`src/rtl/rng_buffer.sv`:
```
// rng_buffer: samples the free-running RNG word into a small FIFO (optionally
// decimated) and serves fresh words to the management SoC over Wishbone.
//
// Ports:
//   clk        system clock (shared with the RNG core)
//   rst        asynchronous, active-low reset
//   rnd_in     32-bit RNG word
//   rnd_valid  rnd_in is valid this cycle
//   cyc/stb    Wishbone cycle/strobe
//   we         Wishbone write enable
//   sel        byte-lane 0 select (writes ignored when low)
//   adr        word address (0 DATA, 1 STATUS, 2 CTRL, 3 BOUND)
//   dat_w      write data
//   dat_r      read data, valid while ack=1, held otherwise
//   ack        single-cycle acknowledge, one cycle after the request
//   level      current FIFO occupancy
module rng_buffer #(
  parameter int DEPTH_LOG2 = 3,
  parameter int DECIM      = 1
) (
  input  logic                  clk,
  input  logic                  rst,
  input  logic [31:0]           rnd_in,
  input  logic                  rnd_valid,
  input  logic                  cyc,
  input  logic                  stb,
  input  logic                  we,
  input  logic                  sel,
  input  logic [31:0]           adr,
  input  logic [31:0]           dat_w,
  output logic [31:0]           dat_r,
  output logic                  ack,
  output logic [DEPTH_LOG2:0]   level
);

  localparam int                  DEPTH    = 1 << DEPTH_LOG2;
  localparam int                  LW       = DEPTH_LOG2 + 1;
  localparam logic [LW-1:0]       LVL_FULL = LW'(DEPTH);
  localparam logic [LW-1:0]       LVL_ONE  = LW'(1);
  localparam logic [DEPTH_LOG2-1:0] PTR_ONE = DEPTH_LOG2'(1);
  localparam logic [7:0]          CNT_LAST = 8'(DECIM - 1);

  logic [31:0]           mem_r [DEPTH];
  logic [DEPTH_LOG2-1:0] wr_ptr_r;
  logic [DEPTH_LOG2-1:0] rd_ptr_r;
  logic [LW-1:0]         level_r;
  logic [7:0]            cnt_r;
  logic                  enable_r;
  logic                  underflow_r;
  logic [31:0]           bound_r;
  logic                  ack_r;
  logic [31:0]           dat_r_r;

  logic                  req_s;
  logic                  rd_req_s;
  logic                  wr_req_s;
  logic                  empty_s;
  logic                  full_s;
  logic                  pop_s;
  logic                  clear_s;
  logic                  sample_s;
  logic                  push_s;
  logic [31:0]           head_s;
  logic [63:0]           prod_s;
  logic [31:0]           reduced_s;
  logic [31:0]           status_s;
  logic [31:0]           rd_data_s;

  assign dat_r = dat_r_r;
  assign ack   = ack_r;
  assign level = level_r;

  // Bus request decode and FIFO push/pop qualification.
  always_comb begin
    // ack_r masks the request so each access gets exactly one ack.
    req_s    = cyc & stb & ~ack_r;
    rd_req_s = req_s & ~we;
    wr_req_s = req_s & we & sel;
    empty_s  = (level_r == {LW{1'b0}});
    full_s   = (level_r == LVL_FULL);
    pop_s    = rd_req_s & (adr == 32'd0) & ~empty_s;
    clear_s  = wr_req_s & (adr == 32'd2) & dat_w[1];
    sample_s = enable_r & rnd_valid & (cnt_r == CNT_LAST);
    // A same-edge pop frees the slot, so a full FIFO still accepts; clear wins.
    push_s   = sample_s & ~clear_s & (~full_s | pop_s);
  end

  // Range reduction and read-data multiplexer.
  always_comb begin
    head_s    = mem_r[rd_ptr_r];
    prod_s    = {32'd0, head_s} * {32'd0, bound_r};
    if (bound_r == 32'd0) begin
      reduced_s = head_s;
    end else begin
      reduced_s = 32'(prod_s >> 32);
    end
    status_s                 = 32'd0;
    status_s[DEPTH_LOG2:0]   = level_r;
    status_s[16]             = empty_s;
    status_s[17]             = full_s;
    status_s[18]             = underflow_r;
    status_s[19]             = enable_r;
    case (adr)
      32'd0: begin
        if (empty_s) begin
          rd_data_s = 32'd0;
        end else begin
          rd_data_s = reduced_s;
        end
      end
      32'd1:   rd_data_s = status_s;
      32'd2:   rd_data_s = {31'd0, enable_r};
      32'd3:   rd_data_s = bound_r;
      default: rd_data_s = 32'd0;
    endcase
  end

  // FIFO storage; contents need no reset since level gates every read.
  always_ff @(posedge clk) begin
    if (push_s) begin
      mem_r[wr_ptr_r] <= rnd_in;
    end
  end

  // FIFO pointers and occupancy.
  always_ff @(posedge clk or negedge rst) begin
    if (!rst) begin
      wr_ptr_r <= {DEPTH_LOG2{1'b0}};
      rd_ptr_r <= {DEPTH_LOG2{1'b0}};
      level_r  <= {LW{1'b0}};
    end else if (clear_s) begin
      wr_ptr_r <= {DEPTH_LOG2{1'b0}};
      rd_ptr_r <= {DEPTH_LOG2{1'b0}};
      level_r  <= {LW{1'b0}};
    end else begin
      if (push_s) begin
        wr_ptr_r <= wr_ptr_r + PTR_ONE;
      end
      if (pop_s) begin
        rd_ptr_r <= rd_ptr_r + PTR_ONE;
      end
      case ({push_s, pop_s})
        2'b10:   level_r <= level_r + LVL_ONE;
        2'b01:   level_r <= level_r - LVL_ONE;
        default: level_r <= level_r;
      endcase
    end
  end

  // Decimation counter: wraps on the DECIM-th valid sample.
  always_ff @(posedge clk or negedge rst) begin
    if (!rst) begin
      cnt_r <= 8'd0;
    end else if (clear_s) begin
      cnt_r <= 8'd0;
    end else if (enable_r && rnd_valid) begin
      if (cnt_r == CNT_LAST) begin
        cnt_r <= 8'd0;
      end else begin
        cnt_r <= cnt_r + 8'd1;
      end
    end
  end

  // Control/status registers: enable, underflow flag, range bound.
  always_ff @(posedge clk or negedge rst) begin
    if (!rst) begin
      enable_r    <= 1'b1;
      underflow_r <= 1'b0;
      bound_r     <= 32'd0;
    end else begin
      if (wr_req_s && (adr == 32'd2)) begin
        enable_r <= dat_w[0];
        if (dat_w[2]) begin
          underflow_r <= 1'b0;
        end
      end else if (rd_req_s && (adr == 32'd0) && empty_s) begin
        underflow_r <= 1'b1;
      end
      if (wr_req_s && (adr == 32'd3)) begin
        bound_r <= dat_w;
      end
    end
  end

  // Wishbone response: one-cycle ack, dat_r captured on the request edge.
  always_ff @(posedge clk or negedge rst) begin
    if (!rst) begin
      ack_r   <= 1'b0;
      dat_r_r <= 32'd0;
    end else begin
      ack_r <= req_s;
      if (req_s) begin
        dat_r_r <= rd_data_s;
      end
    end
  end

endmodule

```
`config.mk`:
```
export PLATFORM = sky130hd
export DESIGN_NAME = rng_buffer
export DESIGN_NICKNAME = d
export VERILOG_FILES = /design/src/rtl/rng_buffer.sv
export SDC_FILE = /design/constraint.sdc
export NUM_CORES = 2
export LEC_CHECK = 0
export ABC_AREA = 1
export BUFFER_PORTS_ARGS = -buffer_cell sky130_fd_sc_hd__buf_4
export CAP_MARGIN = 20
export CORE_UTILIZATION = 45
export DETAILED_ROUTE_END_ITERATION = 6
export PLACE_DENSITY = 0.65
export SYNTH_ARGS = -nofsm -noshare
export SYNTH_HDL_FRONTEND = slang
export SYNTH_SLANG_ARGS = --single-unit
export TNS_END_PERCENT = 30
```
`constraint.sdc`:
```
create_clock -name clk -period 9.5 [get_ports clk]
set_input_delay 1.9 -clock clk [delete_from_list [all_inputs] [get_ports clk]]
set_output_delay 1.9 -clock clk [all_outputs]
set_load 0.03 [all_outputs]
```
==> qor.txt <==
CP Launch Type -> flip-flop
Core Area -> 0.103 mm²
Synth Net Count -> 6594
P per Cell Area -> 62.2 mW/mm²
hpwl dp -> 128 mm
EDFF count, synth -> 256
leak pwr -> 25.7 nW
critical path class -> flip-flop to flip-flop
async set-reset flop share out of synthesis -> 0.249
Max Slew Vio Count -> 0
vias in the first global route -> 38900
Min-Delay Endpoint -> dat_r[10]
Cells after Synth -> 5329
Final Hold Vio Count -> 0
commonest non-fill, non-tap cell in the layout -> inv_1
# IOs -> 140
CTS tree -> done
clk_lat worst skew -> 0.63 ns
post-cts hold buffer count -> 0
Synth Cell Area -> 0.0470 mm²
Reg clk slew, reported paths -> 0.06 ns
Hold Path Class -> flip-flop to flip-flop
area grow syn2layout -> 9.74%
via count -> 37800
RR Startpoint -> rd_ptr_r[0]
vias per inst -> 5.52
Arrival @ worst endpoint -> 9.78 ns
sequential area share after synthesis -> 0.209
ys flop type -> edfxtp_1
Max Clock Skew -> 0.0525 ns
WP data required -> 9.97 ns
Max-cap violations -> 0
routability cong. -> 1.05
Crit Path Max Fanout -> 82
Slew HR -> 0.206
Tot GR Track Use -> 0.314
reg2reg setup slack -> 0.19 ns
FF-to-FF End -> dat_r[0]
fmax -> 107 MHz
setup TNS -> 0 ns
H-tree levels -> 2
Min-Delay Path Depth -> 2
die area -> 0.106 mm²
hold_sp -> dat_r[10]
wire per inst -> 23.8 µm
die width -> 325 µm
Setup crit end kind -> flip-flop
gr ovfl total -> 0
status -> complete, no violations
worst-path cell with the longest stage delay -> fa_1
cells on worst reg2reg path -> 30
Die Span Y -> 325 µm
CTS max path bufs -> 3
standard-cell row count -> 118
most frequent cells in the layout -> 1107 x inv_1, 947 x nand2_1, 896 x fa_1
Cell variety after synth -> 48
total wire length -> 163 mm
crit share post-route -> 0.980
# fillers -> 9667
TritonCTS Buffers -> 39
Final Core Density -> 0.498
final setup violating endpoints -> 0
Root Driver -> clkbuf_16
initial antenna violation count -> 7
first-pass GRT wire length -> 246 mm
worst-margin pin slew -> 1.19 ns
initial drt markers -> 3694
DRC -> 0
min Tclk post-route -> 9.31 ns
RSZ-0062 raised after global routing -> false
synthesized area per cell -> 8.81 µm²
Total Nets Final -> 6707
Yosys reg bits -> 341
Starting Density -> 0.454
Worst path most repeated cell -> fa_1
PortBufs -> 139
Pre-antenna DRT Iters -> 6
YS warnings -> 0
number of routed nets with antenna violations -> 0
ratio of cells with drive above 1 in the final layout -> 0.0777
CP max stage delay -> 0.65 ns
peak supply drop -> 0.000114 V
largest net degree at the start of global routing -> 103
Power, Total -> 3.20 mW
clk sink count -> 341
## cell families after synthesis
| group | after synthesis | share of synthesized area |
|---|---|---|
| buffers and inverters | 1383 | 0.112 |
| and+or+nand+nor | 1908 | 0.160 |
| adders and majority gates | 1162 | 0.453 |
| DFF | 341 | 0.209 |
| xor gates and xnor gates | 11 | 0.00205 |
| AOI/OAI and AO/OA | 524 | 0.0644 |
## stage by stage
step | hold WS, ns | area (µm²) | cells | setup slack, ns
6_report | 0.494 | 51500 | 6853 | 0.194
5_1_grt | 0.511 | 51500 | 6850 | 0.00303
4_1_cts | 0.495 | 51500 | 6850 | 0.332
3_5_place_dp | 0.469 | 50200 | 6781 | 0.396
3_3_place_gp | 0.466 | 50200 | 6781 | 0.446
2_1_floorplan | 0.470 | 47000 | 5329 | 1.68
## state kept, by name, summed over array words and instances, names as in the netlist
register	cells
level	4
mem_r	256
wr_ptr_r	3
cnt_r	8
enable_r	1
dat_r	32
ack	1
underflow_r	1
rd_ptr_r	3
bound_r	32
## synth_stat cells (2+ instances only)
| cell type | count | area [µm²] |
|---|---|---|
| a211oi_1 | 3 | 22.5 |
| a21boi_0 | 4 | 30.0 |
| a21o_1 | 7 | 52.6 |
| a21oi_1 | 175 | 876 |
| a22oi_1 | 2 | 15.0 |
| a311oi_1 | 2 | 17.5 |
| a31oi_1 | 5 | 31.3 |
| and3_1 | 4 | 25.0 |
| buf_1 | 6 | 22.5 |
| buf_2 | 48 | 240 |
| clkbuf_1 | 193 | 724 |
| clkinv_1 | 11 | 41.3 |
| dfrtp_1 | 84 | 2100 |
| edfxtp_1 | 256 | 7690 |
| fa_1 | 896 | 17900 |
| ha_1 | 266 | 3330 |
| inv_1 | 1111 | 4170 |
| inv_2 | 13 | 48.8 |
| nand2_1 | 948 | 3560 |
| nand2_2 | 5 | 31.3 |
| nand3_1 | 93 | 465 |
| nand4_1 | 7 | 43.8 |
| nor2_1 | 793 | 2980 |
| nor2_2 | 3 | 18.8 |
| nor3_1 | 28 | 140 |
| nor3_2 | 2 | 20.0 |
| nor4_1 | 19 | 119 |
| nor4_4 | 3 | 63.8 |
| o21a_1 | 17 | 128 |
| o21ai_0 | 219 | 1100 |
| o21ai_1 | 8 | 40.0 |
| o21bai_1 | 9 | 67.6 |
| o221ai_1 | 61 | 534 |
| o22ai_1 | 5 | 31.3 |
| xnor2_1 | 4 | 35.0 |
| xor2_1 | 7 | 61.3 |
## area by class of cell
class                   instances  area [µm²]  share of cell area
repair buffers                320        2490              0.0483
inverters                    1135        4280              0.0830
diodes                          3        7.51            0.000146
multi-input cells            3605       31900               0.620
flip-flops and latches        341        9820               0.191
well taps                    1380        1730              0.0335
clock inverters                17         204             0.00396
clock buffers                  52        1060              0.0207
## report_power, final
| group | total (mW) | internal, mW | switching, mW |
|---|---|---|---|
| registers | 1.60 | 1.60 | 0.000246 |
| clock network | 1.53 | 0.858 | 0.675 |
| logic | 0.0665 | 0.0291 | 0.0374 |
## how the worst max path moves through the flow
stage,cells after the start,end,startpoint
detailed placement,34,dat_r[10],rd_ptr_r[0]
finish,30,dat_r[0],rd_ptr_r[0]
CTS,34,dat_r[10],rd_ptr_r[0]
global placement,32,dat_r[7],rd_ptr_r[0]
floorplan,40,dat_r[30],rd_ptr_r[0]
global route,32,dat_r[7],rd_ptr_r[0]
## worst max-delay path: cells and delay by family, from the launching register on
kind,cells,cell delay (ns)
simple gates,8,0.87
flops,1,0.49
compound gates,6,1.62
xor+xnor,1,0.19
fa+ha+maj,9,4.37
buf+inv,6,1.57
## layer usage
layer	GRT usage	part of all wire	wire length [µm]	vias up
met5	0	0.00046	75	-
met4	0.106	0.040	6600	10
met3	0.0941	0.13	21100	329
met2	0.482	0.44	71700	2120
met1	0.423	0.39	63600	19100
li1	-	-	-	16300
## repair_timing
item	4_1_cts	5_1_grt
endpoints found under the setup margin	0	10
gates resized for setup	0	8
buffers inserted	0	0
Note: power is estimated with default switching activity, not from simulation.
